### src/rtl/seg7_bus_decoder.sv
// Receive-side 7-segment pattern decoder: waits for a pattern to settle,
// decodes it to a hex digit, and flags and counts illegal patterns.
//
// Ports:
//   clk, rst       rising-edge clock, asynchronous active-high reset
//   enable         1: decoder runs; 0: forced to IDLE
//   seg_in[6:0]    segment pattern, bit0=a .. bit6=g
//   digit[3:0]     last successfully decoded hex digit
//   digit_valid    locked on a legal non-blank pattern
//   blank          locked on the all-off pattern
//   pattern_err    stable pattern is not a legal glyph
//   change_pulse   one-cycle strobe when digit takes a new value
//   err_count      saturating count of FAULT entries
module seg7_bus_decoder #(
    parameter int STABLE_CYCLES = 4,
    parameter bit ACTIVE_LOW    = 1'b0,
    parameter int CNT_W         = 8
) (
    input  logic             clk,
    input  logic             rst,
    input  logic             enable,
    input  logic [6:0]       seg_in,
    output logic [3:0]       digit,
    output logic             digit_valid,
    output logic             blank,
    output logic             pattern_err,
    output logic             change_pulse,
    output logic [CNT_W-1:0] err_count
);

    localparam int CW = (STABLE_CYCLES > 1) ? $clog2(STABLE_CYCLES) : 1;
    localparam logic [CW-1:0] CNT_MAX = CW'(STABLE_CYCLES - 1);

    typedef enum logic [1:0] {
        IDLE,
        SETTLE,
        LOCKED,
        FAULT
    } state_t;

    state_t           state_q, state_d;
    logic [6:0]       seg_q, seg_d;
    logic [CW-1:0]    cnt_q, cnt_d;
    logic [3:0]       digit_q, digit_d;
    logic             valid_q, valid_d;
    logic             blank_q, blank_d;
    logic             perr_q, perr_d;
    logic             pulse_q, pulse_d;
    logic             seen_q, seen_d;
    logic [CNT_W-1:0] err_q, err_d;

    logic [6:0] p;
    logic       is_legal;
    logic       is_blank;
    logic [3:0] dec_val;

    assign p = ACTIVE_LOW ? ~seg_in : seg_in;

    always_comb begin
        is_legal = 1'b1;
        is_blank = 1'b0;
        dec_val  = 4'h0;
        case (p)
            7'h3F: dec_val = 4'h0;
            7'h06: dec_val = 4'h1;
            7'h5B: dec_val = 4'h2;
            7'h4F: dec_val = 4'h3;
            7'h66: dec_val = 4'h4;
            7'h6D: dec_val = 4'h5;
            7'h7D: dec_val = 4'h6;
            7'h07: dec_val = 4'h7;
            7'h7F: dec_val = 4'h8;
            7'h6F: dec_val = 4'h9;
            7'h77: dec_val = 4'hA;
            7'h7C: dec_val = 4'hB;
            7'h39: dec_val = 4'hC;
            7'h5E: dec_val = 4'hD;
            7'h79: dec_val = 4'hE;
            7'h71: dec_val = 4'hF;
            7'h00: begin
                is_legal = 1'b0;
                is_blank = 1'b1;
            end
            default: is_legal = 1'b0;
        endcase
    end

    always_comb begin
        state_d = state_q;
        seg_d   = seg_q;
        cnt_d   = cnt_q;
        digit_d = digit_q;
        valid_d = valid_q;
        blank_d = blank_q;
        perr_d  = perr_q;
        pulse_d = 1'b0;
        seen_d  = seen_q;
        err_d   = err_q;

        if (!enable) begin
            state_d = IDLE;
            valid_d = 1'b0;
            blank_d = 1'b0;
            perr_d  = 1'b0;
        end else if (state_q == IDLE) begin
            state_d = SETTLE;
            seg_d   = p;
            cnt_d   = '0;
            valid_d = 1'b0;
            blank_d = 1'b0;
            perr_d  = 1'b0;
        end else if (p != seg_q) begin
            // Any change restarts settling and drops the current verdict.
            state_d = SETTLE;
            seg_d   = p;
            cnt_d   = '0;
            valid_d = 1'b0;
            blank_d = 1'b0;
            perr_d  = 1'b0;
        end else begin
            if (cnt_q != CNT_MAX) begin
                cnt_d = cnt_q + 1'b1;
            end
            // Only SETTLE decodes, so a steady FAULT counts once.
            if (state_q == SETTLE && cnt_q == CNT_MAX) begin
                if (is_blank) begin
                    state_d = LOCKED;
                    blank_d = 1'b1;
                end else if (is_legal) begin
                    state_d = LOCKED;
                    valid_d = 1'b1;
                    digit_d = dec_val;
                    pulse_d = !seen_q || (dec_val != digit_q);
                    seen_d  = 1'b1;
                end else begin
                    state_d = FAULT;
                    perr_d  = 1'b1;
                    if (err_q != '1) begin
                        err_d = err_q + 1'b1;
                    end
                end
            end
        end
    end

    always_ff @(posedge clk or posedge rst) begin
        if (rst) begin
            state_q <= IDLE;
            seg_q   <= '0;
            cnt_q   <= '0;
            digit_q <= '0;
            valid_q <= 1'b0;
            blank_q <= 1'b0;
            perr_q  <= 1'b0;
            pulse_q <= 1'b0;
            seen_q  <= 1'b0;
            err_q   <= '0;
        end else begin
            state_q <= state_d;
            seg_q   <= seg_d;
            cnt_q   <= cnt_d;
            digit_q <= digit_d;
            valid_q <= valid_d;
            blank_q <= blank_d;
            perr_q  <= perr_d;
            pulse_q <= pulse_d;
            seen_q  <= seen_d;
            err_q   <= err_d;
        end
    end

    assign digit        = digit_q;
    assign digit_valid  = valid_q;
    assign blank        = blank_q;
    assign pattern_err  = perr_q;
    assign change_pulse = pulse_q;
    assign err_count    = err_q;

endmodule

### config.mk
export PLATFORM = sky130hd
export DESIGN_NAME = seg7_bus_decoder
export DESIGN_NICKNAME = d
export VERILOG_FILES = /design/src/rtl/seg7_bus_decoder.sv
export SDC_FILE = /design/constraint.sdc
export NUM_CORES = 1
export LEC_CHECK = 0
export ABC_AREA = 1
export BUFFER_PORTS_ARGS = -buffer_cell sky130_fd_sc_hd__buf_4
export CAP_MARGIN = 20
export CORE_MARGIN = 4
export CORE_UTILIZATION = 57
export DETAILED_ROUTE_END_ITERATION = 7
export PLACE_DENSITY = 0.79
export SLEW_MARGIN = 10
export SYNTH_ARGS = -nofsm -noshare
export SYNTH_HDL_FRONTEND = slang
export SYNTH_SLANG_ARGS = --single-unit
### constraint.sdc
create_clock -name clk -period 2.25 [get_ports clk]
set_input_delay 0.1125 -clock clk [delete_from_list [all_inputs] [get_ports clk]]
set_output_delay 0.1125 -clock clk [all_outputs]
set_load 0.01 [all_outputs]
; After elaboration in Yosys (flattened, before gate mapping)
; Cells that the tools add are included.
[word_totals]
out_inout_bits = 16
elab_cells = 95
latchBits = 0
ramBits = 0
romBits = 0
mem_count = 0
register_bits = 28
[classes]
order_cmp = 0
shift = 0
n_div = 0
muxes = 37
n_bitwise = 4
n_reduce_logical = 15
n_eq_ne = 27
n_addsub = 2
mul = 0
[op_table]
columns = cell, n
row1 = 7-bit equality test (second input constant), 12
row2 = 4-bit case mux with 15 select lines, 1
row3 = 1-bit two-way mux, 27
row4 = 16-bit OR reduction, 1
row5 = 7-bit by 3-bit equality test with 1-bit output (second input constant), 2
row6 = 7-bit by 6-bit equality test with 1-bit output (second input constant), 2
row7 = 2-bit two-way mux, 7
row8 = 7-bit two-way mux, 2
row9 = 4-bit by 1-bit != test with 1-bit output (second input constant), 3
row10 = 8-bit by 1-bit adder with 8-bit output (second input constant), 1
row11 = 4-bit by 2-bit != test with 1-bit output (second input constant), 2
row12 = 8-bit != test (second input constant), 1
row13 = 7-bit zero test, 1
row14 = 7-bit != test, 1
row15 = 7-bit AND reduction, 1
row16 = 2-bit AND reduction, 3
row17 = 3-bit AND reduction, 2
row18 = 6-bit AND reduction, 1
row19 = 4-bit != test, 1
row20 = 1-bit inverter, 4
row21 = 3-bit nonzero test, 1
row22 = 2-bit by 1-bit adder with 2-bit output (second input constant), 1
row23 = 2-bit by 1-bit equality test with 1-bit output (second input constant), 1
row24 = 2-bit equality test (second input constant), 1
row25 = other kinds (6), 6

; Depth between registers and ports, before layout
[depth]
ltp_word = 10
ltp_mapped = 13

; Worst setup path before layout
; No wires, ideal clock.
[synth_path]
kind = register -> register
start = reg err_q[0], in the netlist err_count[0]
end = reg err_q[0], in the netlist err_count[0]
required_ps = 2133
setup_time_ps = 117
path_buffers = 0
stages_incl_launch_ff = 8
t_arrival_ps = 1519
path_slack_ps = 613
path_cell_list = dfrtp_1 > ha_1 > nand3_1 > nor2_1 > nor3_1 > nand3_2 > nand2_1 > nand2_1
[synth_via]
elab_chain_cells = 2
[synth_rtl]
columns = item, line
row1 = "start, declared", 50  ; logic [CNT_W-1:0] err_q, err_d;
row2 = "start signal, assigned", 168  ; err_q <= err_d;
row3 = branches (longest 2 deep; another with 8-bit by 1-bit adder with 8-bit output), --
; Several ways; the timed one is not identified.
; A chain may end at the register's enable or synchronous reset.

; Worst setup path after layout
[layout_path]
start = reg cnt_q[0]
end = reg err_q[1], in the netlist err_count[1]
[layout_via]
elab_chain_cells = 3
[layout_rtl]
columns = item, line
row1 = "start, declared", 43  ; logic [CW-1:0] cnt_q, cnt_d;
row2 = "start signal, assigned", 161  ; cnt_q <= cnt_d;
row3 = 2-bit equality test, 125  ; if (state_q == SETTLE && cnt_q == CNT_MAX) begin
row4 = 1-bit logical AND, 125
row5 = 7-bit AND reduction (no source line), --
; No other way between the ends.

==> impl_metrics.csv <==
group,metric,value,unit
routing,remaining_drc_errors,0,
synthesis,synth_top_area_cell,"dfrtp_1",
hold_path,holdPathEnd,"seg_q[1]",
timing,min_period_over_period,83.3,%
floorplanning,rows,20,
synthesis,netlist.area_leader.share,37.0,%
job,max_cap_viol_count,0,
floorplanning,die_w,65.6,um
routing,drt-pass1-iter-count,4,
floorplanning,dieArea,4300,um^2
global_routing,gr-max-usage-layer,"met2",
synthesis,ys_warn_count,0,
hold_path,min_path_cells,3,
hold_path,holdCritPathClass,"in2reg",
global_routing,antenna_found_initial,0,
layout,fin_nets,321,
synthesis,synth_edf_count,0,
clock_tree,h-tree-depth,1,
timing,fmax,0.533,GHz
synthesis,yosysSeqAreaShare,37.0,%
power_and_ir_drop,p_leak,1.24,nW
clock_tree,insertion_delay,350,ps
power_and_ir_drop,power_density,432,nW/um^2
synthesis,ys_top_cells_by_count,"nand2_1 (91), nor2_1 (34), inv_1 (31)",
global_routing,globalRouteMet1Util,30.0,%
synthesis,ys_top_cells_by_area,"dfrtp_1 (37%), nand2_1 (18%), nand3_1 (7.4%), nor2_1 (6.7%), inv_1 (6.2%)",
global_routing,grt_remaining_overflow,0,
status,status,"finished, final reports clean",
placed_design,dp_slack,397,ps
global_routing,grt.total_usage,21.5,%
routing,dr_total_vias,1779,
layout,syn_to_final_growth,15.7,%
critical_path,r2r_end,"err_count[1]",
layout,fillers,300,
placed_design,dp_hpwl,3290,um
clock_tree,clkTransAtPathRegs,150,ps
synthesis,syn_nets,289,
synthesis,synth.cell_area,1890,um^2
clock_tree,cts_resized,0,
critical_path,r2r_start,"cnt_q[0]",
critical_path,rrSetupSlack,380,ps
timing,slew_headroom,61.8,%
routing,drt_iter0_markers,104,
synthesis,synth-seq-cells,28,
timing,fin_tns_setup,0,ps
placed_design,io_buffers,25,
global_routing,grt_util_met2,34.1,%
placed_design,gp_congestion,0.935,
routing,antenna_left,0,
clock_tree,cts_sinks,28,
clock_tree,cts_buffers,3,
timing,fin_crit,1870,ps
synthesis,ys_async_sr_fraction,100,%
critical_path,crit_fanout,6,
clock_tree,clock-root-buffer,"clkbuf_4",
timing,tightest_slew,569,ps
layout,num_antenna_cells,0,
synthesis,synth_ff_type,"dfrtp_1",
timing,clock_skew,7.19,ps
power_and_ir_drop,ir_drop,0.263,mV
synthesis,yosysMostFrequentCell,"nand2_1",
clock_tree,cts_tree,"yes",
floorplanning,core-area,3100,um^2
synthesis,synth_cell_types,25,
timing,worst_slack,375,ps
floorplanning,io_pins,26,
global_routing,grt_pass1_vias,1575,
routing,routed_wl,4120,um
clock_tree,clockBufferDepth,2,
synthesis,syn-instance-count,277,
global_routing,grt_pass1_wl,7140,um
floorplanning,die_y,65.6,um
critical_path,critical_path_arrival,2130,ps
critical_path,start_kind,"register",
critical_path,critPathCaptureType,"register",
timing,grt_setup_unrepaired,"no",
layout,drive_gt1_share,16.9,%
power_and_ir_drop,p_total,0.946,mW
global_routing,grt_start_max_net_pins,29,
synthesis,syn_area_per_cell,6.83,um^2
critical_path,r2r_cells,8,
global_routing,met3_usage,2.74,%
timing,finalMaxSlewViolations,0,
timing,finalSetupViolations,0,
routing,wl_per_cell,11.7,um
timing,hold_viol,0,
floorplanning,initial_core_util,61.0,%
routing,vias_per_cell,5.05,
critical_path,crit_type,"reg2reg",
critical_path,cp.required,2510,ps
hold_path,hp-start,"seg_in[1]",
-- how the worst max path moves through the flow --
stage / start / to / slack, ps / depth (start not counted)
finish: cnt_q[0] / err_count[1] / 380 / 8
global route: cnt_q[0] / err_count[7] / 140 / 8
CTS: cnt_q[0] / err_count[1] / 380 / 8
detailed placement: cnt_q[0] / err_count[1] / 400 / 8
global placement: cnt_q[0] / err_count[6] / 520 / 8
floorplan: err_count[0] / err_count[0] / 610 / 7
-- area by class of cell --
class	instances	area, um^2	area share [%]
clock buffer	4	36.3	1.66
sequential	28	701	32.0
tap	44	55.1	2.52
inverter	35	134	6.12
timing repair buffer	28	213	9.72
multi-input combinational	213	1050	48.0
-- flip-flops by register name (all words and copies together), names as in the netlist, 2 cells and up --
| signal | count |
|---|---|
| digit | 4 |
| state_q | 2 |
| seg_q | 7 |
| err_count | 8 |
| cnt_q | 2 |
-- kinds of logic after synthesis --
| family | after synthesis | synth area share [%] |
|---|---|---|
| AND/OR/NAND/NOR | 184 | 45.0 |
| buffers and inverters | 36 | 7.47 |
| flip-flops | 28 | 37.0 |
| adder cells (fa/ha/maj) | 2 | 1.32 |
| AO/OA/AOI/OAI | 17 | 4.50 |
| XOR/XNOR | 10 | 4.63 |
-- routing by layer --
metal	routed length, um	vias up
met2	1910	46
li1	-	937
met5	0	-
met4	59	0
met1	1970	791
met3	176	5
-- per-stage QoR --
| stage | instance area (um^2) | util [%] | hold WS, ps | instances |
|---|---|---|---|---|
| global placement | 2140 | 69.0 | 204 | 347 |
| global route | 2190 | 70.5 | 12.9 | 352 |
| floorplan | 1890 | - | 178 | 277 |
| detailed placement | 2140 | 69.0 | 225 | 347 |
| CTS | 2190 | 70.5 | 7.33 | 352 |
| finish | 2190 | 70.5 | 23.6 | 352 |
-- repair_timing --
action | CTS | global route
setup buffers | 0 | 0
setup endpoints to repair | 0 | 0
hold buffers | 1 | 0
hold endpoints to repair | 28 | 0
-- worst max-delay path, stage by stage, from the launching register on --
cell and delay (ps):
dfrtp_1 400, ha_1 200, nand2_1 60, nor2_1 120, inv_1 90, nor3_1 490, nand3_2 260, nand2_1 110
nand2_1 50
-- power breakdown --
group	total, mW	internal (mW)	switching [mW]	leakage, nW
clock	0.256	0.0995	0.156	0.0210
combinational	0.159	0.0549	0.104	0.870
sequential	0.531	0.519	0.0121	0.349
total	0.946	0.673	0.273	1.24
-- placed cells by master (no fill, tap or decap), types with 2 or more instances in the layout --
cell type  instances
nand3_1           28
dfrtp_1           28
inv_2              3
buf_4             27
nor2_1            34
o21ai_1            2
nor2_4             4
inv_1             31
nor3_1             4
xor2_1             5
xnor2_1            5
ha_1               2
nand2_1           91
clkbuf_4           3
o21ai_0            9
nand4_1            7
a21oi_1            6
nand3_2            2
nand2_2            4
nor2_2             5
(Power assumes the default switching activity.)
